`src/rtl/muldiv_pkg.sv`:
```
// rtl/muldiv_pkg.sv - shared opcode/state types for the E-stage multiply/divide unit
package muldiv_pkg;

    typedef enum logic [1:0] {
        MD_MULT  = 2'd0,
        MD_MULTU = 2'd1,
        MD_DIV   = 2'd2,
        MD_DIVU  = 2'd3
    } mdop_t;

    typedef enum logic [1:0] {
        IDLE = 2'd0,
        MUL  = 2'd1,
        DIV  = 2'd2,
        FIX  = 2'd3
    } mdstate_t;

    localparam int DIV_ITERS = 32;

endpackage

```
`src/rtl/muldiv_div_iter.sv`:
```
// rtl/muldiv_div_iter.sv - one combinational restoring-divide step on {rem,quo}
module div_iter #(
    parameter int WIDTH = 32
) (
    input  logic [WIDTH-1:0] rem,
    input  logic [WIDTH-1:0] quo,
    input  logic [WIDTH-1:0] divisor,
    output logic [WIDTH-1:0] remNext,
    output logic [WIDTH-1:0] quoNext
);

    logic [WIDTH:0] remShift;
    logic [WIDTH:0] diff;

    // The extra top bit keeps the shifted remainder exact before the trial subtract.
    always_comb begin
        remShift = {rem, quo[WIDTH-1]};
        diff     = remShift - {1'b0, divisor};
        quoNext  = {quo[WIDTH-2:0], ~diff[WIDTH]};
        remNext  = diff[WIDTH] ? remShift[WIDTH-1:0] : diff[WIDTH-1:0];
    end

endmodule

```
`src/rtl/muldiv_unit.sv`:
```
// rtl/muldiv_unit.sv - E-stage multiply/divide unit owning the HI/LO registers
module muldiv_unit
    import muldiv_pkg::*;
#(
    parameter int WIDTH = DIV_ITERS
) (
    input  logic             clk,
    input  logic             reset,
    input  logic             startE,
    input  logic [1:0]       mdopE,
    input  logic [WIDTH-1:0] srcaE,
    input  logic [WIDTH-1:0] srcbE,
    input  logic             hienE,
    input  logic             loenE,
    output logic [WIDTH-1:0] hi,
    output logic [WIDTH-1:0] lo,
    output logic             busy
);

    localparam int CW = $clog2(WIDTH);

    mdstate_t         state, stateNext;
    mdop_t            op, opIn;
    logic [WIDTH-1:0] opA, opB;
    logic [WIDTH-1:0] rem, quo, remNext, quoNext;
    logic [WIDTH-1:0] hiReg, loReg;
    logic [WIDTH-1:0] magA, magB;
    logic [CW-1:0]    count;
    logic             quoNeg, remNeg;
    logic             isDiv, aNeg, bNeg;
    logic [2*WIDTH-1:0] extA, extB, product;

    always_comb begin
        opIn  = mdop_t'(mdopE);
        isDiv = (opIn == MD_DIV) || (opIn == MD_DIVU);
        aNeg  = (opIn == MD_DIV) && srcaE[WIDTH-1];
        bNeg  = (opIn == MD_DIV) && srcbE[WIDTH-1];
        magA  = aNeg ? -srcaE : srcaE;
        magB  = bNeg ? -srcbE : srcbE;
    end

    // Extending to 2*WIDTH makes one unsigned multiply serve both MULT and MULTU.
    always_comb begin
        extA    = {{WIDTH{(op == MD_MULT) && opA[WIDTH-1]}}, opA};
        extB    = {{WIDTH{(op == MD_MULT) && opB[WIDTH-1]}}, opB};
        product = extA * extB;
    end

    div_iter #(.WIDTH(WIDTH)) u_div_iter (
        .rem     (rem),
        .quo     (quo),
        .divisor (opB),
        .remNext (remNext),
        .quoNext (quoNext)
    );

    always_ff @(posedge clk or negedge reset) begin
        if (!reset) begin
            state <= IDLE;
        end else begin
            state <= stateNext;
        end
    end

    always_comb begin
        stateNext = state;
        case (state)
            IDLE: if (startE) stateNext = isDiv ? DIV : MUL;
            MUL:  stateNext = IDLE;
            DIV:  if (count == CW'(WIDTH - 1)) stateNext = FIX;
            FIX:  stateNext = IDLE;
            default: stateNext = IDLE;
        endcase
    end

    always_ff @(posedge clk or negedge reset) begin
        if (!reset) begin
            op     <= MD_MULT;
            opA    <= '0;
            opB    <= '0;
            rem    <= '0;
            quo    <= '0;
            count  <= '0;
            quoNeg <= 1'b0;
            remNeg <= 1'b0;
            hiReg  <= '0;
            loReg  <= '0;
        end else begin
            case (state)
                IDLE: begin
                    if (hienE) hiReg <= srcaE;
                    if (loenE) loReg <= srcaE;
                    if (startE) begin
                        op    <= opIn;
                        rem   <= '0;
                        count <= '0;
                        if (isDiv) begin
                            quo    <= magA;
                            opB    <= magB;
                            quoNeg <= aNeg ^ bNeg;
                            remNeg <= aNeg;
                        end else begin
                            opA <= srcaE;
                            opB <= srcbE;
                        end
                    end
                end
                MUL: begin
                    hiReg <= product[2*WIDTH-1:WIDTH];
                    loReg <= product[WIDTH-1:0];
                end
                DIV: begin
                    rem   <= remNext;
                    quo   <= quoNext;
                    count <= count + CW'(1);
                end
                FIX: begin
                    loReg <= quoNeg ? -quo : quo;
                    hiReg <= remNeg ? -rem : rem;
                end
                default: ;
            endcase
        end
    end

    assign busy = (state != IDLE);
    assign hi   = hiReg;
    assign lo   = loReg;

endmodule
```
`config.mk`:
```
export PLATFORM = sky130hd
export DESIGN_NAME = muldiv_unit
export DESIGN_NICKNAME = d
export VERILOG_FILES = /design/src/rtl/muldiv_pkg.sv /design/src/rtl/muldiv_div_iter.sv /design/src/rtl/muldiv_unit.sv
export SDC_FILE = /design/constraint.sdc
export NUM_CORES = 2
export LEC_CHECK = 0
export BUFFER_PORTS_ARGS = -buffer_cell sky130_fd_sc_hd__buf_2
export CORE_AREA = 2 2 275 548
export DETAILED_ROUTE_END_ITERATION = 10
export DIE_AREA = 0 0 277 550
export GPL_ROUTABILITY_DRIVEN = 1
export PLACE_DENSITY = 0.46
export SLEW_MARGIN = 20
export SYNTH_ARGS = -nofsm -noshare
export SYNTH_HDL_FRONTEND = slang
export SYNTH_SLANG_ARGS = --single-unit
```
`constraint.sdc`:
```
create_clock -name clk -period 14.97 [get_ports clk]
set_input_delay 3.7425 -clock clk [delete_from_list [all_inputs] [get_ports clk]]
set_output_delay 3.7425 -clock clk [all_outputs]
set_load 0.03 [all_outputs]
```
==> impl_metrics.py <==
metrics = {
    "outcome": {
        "status": "completed",
    },
    "layout": {
        "syn2layout_area_growth_pct": 6.18,
        "layout_common_cells": "1268 x inv_1, 1126 x fa_1, 1025 x nand2_1, 262 x and2_1, 250 x ha_1",
        "final_common_cell": "inv_1",
        "fill_cells": 15600,
        "layout.nets": 7227,
        "drive_gt1_share_pct": 6.04,
    },
    "critical_path": {
        "slowest_stage": "fa_1",
        "endpoint_kind": "register",
        "cp.arrival_ns": 10.05,
        "path_class": "register to register",
        "startpoint": "op[1]$_DFFE_PN0P_",
        "cp_common_cell": "fa_1",
        "crit_path_start_kind": "register",
        "cpPeakStageDelay_ns": 0.91,
        "worstPathRequired_ns": 15.39,
        "timing.rr.start": "op[1]$_DFFE_PN0P_",
        "critPathMaxFanout": 21,
    },
    "clock_network": {
        "cts_resized": 0,
        "htreeDepth": 1,
        "cts_sinks": 203,
        "cts_setup_buffers": 0,
        "clk_latency_ns": 0.55,
        "cts_buffers": 21,
        "cts-root-buf": "clkbuf_16",
        "hold_buffers": 0,
        "cts_buffer_depth": 3,
        "path_clk_slew_ns": 0.06,
        "cts_tree": "built",
    },
    "yosys": {
        "synth_ff_type": "dfrtp_1",
        "syn_inst": 5877,
        "avgSynthCellArea_um2": 8.77,
        "synth.distinct_cells": 79,
        "synth_nets": 7324,
        "synth_edf_count": 0,
        "syn_area_um2": 51500,
        "yosysSeqAreaShare_pct": 9.86,
        "ys_ff_latch": 203,
        "async_flop_share_pct": 100,
        "ys_warn_count": 0,
    },
    "route": {
        "num_vias": 39900,
        "wire_per_inst_um": 23.3,
        "drt_iter0_drc": 2084,
        "vias_per_cell": 5.17,
        "antenna_left": 0,
        "drt_pre_antenna_iters": 7,
        "remaining_drc_errors": 0,
        "routed_wirelength_mm": 180,
    },
    "die": {
        "initial_core_util_pct": 34.8,
        "die_h_um": 550,
        "core_um2": 148000,
        "die-area_um2": 152000,
        "fp-row-count": 200,
        "io_pins": 136,
        "fp.dieW_um": 277,
    },
    "flow_run": {
        "maxCapViolCount": 0,
    },
    "global_routing": {
        "grt_pass1_wl_mm": 274,
        "grt_max_degree": 90,
        "grt_antenna_before_repair": 11,
        "track_usage_pct": 24.0,
        "grt_overflow": 0,
        "grt_pass1_vias": 44400,
    },
    "min_path": {
        "min-delay-start": "op[0]$_DFFE_PN0P_",
        "hp-class": "register to register",
    },
    "sta": {
        "fin_skew_ns": 0.0168,
        "final.setup.tns_ns": 0,
        "rsz0062_at_grt": "false",
        "period_needed_ns": 9.63,
        "hold_violations": 0,
        "maxSlewViolCount": 0,
        "tightest_slew_ns": 0.989,
        "fmax_ghz": 0.104,
        "post-route-period-util_pct": 64.3,
        "maxSlewHeadroom_pct": 32.4,
        "setup-violations-final": 0,
    },
    "placement": {
        "globalplace.congestion": 0.893,
        "numPortBuffers": 135,
        "detailed_place_hpwl_mm": 143,
    },
}
[registers in the layout (all words and copies together) (netlist names)]
| name | flops |
|---|---|
| op | 2 |
| state | 2 |
| rem | 32 |
| quo | 32 |
| opB | 32 |
| opA | 32 |
| count | 5 |
| quoNeg | 1 |
| lo | 32 |
| hi | 32 |
| remNeg | 1 |
[through the flow]
stage / utilization, % / hold slack [ns] / setup slack (ns) / area (um^2) / cells
floorplan: - / 0.447 / 6.82 / 51500 / 5877
global placement: 36.4 / 0.460 / 5.14 / 53900 / 7676
detailed placement: 36.4 / 0.469 / 5.18 / 53900 / 7676
CTS: 36.9 / 0.484 / 5.14 / 54700 / 7714
global route: 36.9 / 0.500 / 4.66 / 54700 / 7714
finish: 36.9 / 0.482 / 5.34 / 54700 / 7717
[kinds of logic (layout without fill, tap and decap cells)]
group,after synthesis,count (layout),synth area share [%]
AND/OR/NAND/NOR,1714,1714,15.0
flip-flops,203,203,9.86
other,0,3,0
AO/OA/AOI/OAI,688,688,8.26
adder cells (fa/ha/maj),1376,1376,49.8
multiplexers,79,79,1.65
buffers and inverters,1611,1529,11.9
XOR/XNOR,206,206,3.50
[area by class of cell]
cell class / instances / area, um^2 / share of cell area (%)
multi-input combinational: 4063 / 40300 / 73.7
sequential: 203 / 5100 / 9.32
inverter: 1268 / 4760 / 8.70
tap: 1919 / 2400 / 4.39
timing repair buffer: 223 / 1350 / 2.46
clock buffer: 31 / 643 / 1.18
clock inverter: 7 / 116 / 0.213
antenna: 3 / 7.51 / 0.0137
[path summary, 6_finish.rpt]
path | endpoint | slack, ns | depth (start not counted)
worst max-delay path | hi[30]$_DFFE_PN0P_ | 5.34 | 30
worst min-delay path | op[0]$_DFFE_PN0P_ | 0.48 | 2
worst max register to register | hi[30]$_DFFE_PN0P_ | 5.34 | 30
worst min register to register | op[0]$_DFFE_PN0P_ | 0.48 | 2
max in group asynchronous | hi[30]$_DFFE_PN0P_ | 10.33 | 2
min in group asynchronous | quo[6]$_DFFE_PN0P_ | 3.20 | 1
[Yosys cell counts (all sizes together) (38+ instances only)]
library cell  number  area share, %
inv             1268            9.2
fa              1126             44
nand2           1027            7.5
clkbuf           330            2.6
and2             264            3.2
ha               250            6.1
o21ai            219            2.1
dfrtp            203            9.9
a21oi            187            1.8
nor2             166            1.2
xnor2            114            1.9
xor2              92            1.6
nand3             55           0.53
o211ai            44           0.64
mux2i             41           0.80
o31ai             38           0.58
[worst max-delay path: cells and delay by family (launching register included)]
family / cells / cell delay (ns)
and+or+nand+nor: 6 / 1.50
adders and majority gates: 9 / 4.65
buffers and inverters: 8 / 1.38
AOI/OAI and AO/OA: 7 / 1.58
DFF: 1 / 0.38
[per-layer routing]
metal	global-route usage (%)	vias to the layer above	share of wire, %
li1	-	17500	-
met1	25.0	21000	34
met2	48.6	1008	57
met3	1.65	367	3.4
met4	10.7	4	5.2
met5	0	-	0.015
Power is not shown: default switching activity piles up to over one toggle a cycle in this logic, so the estimate is an artifact.
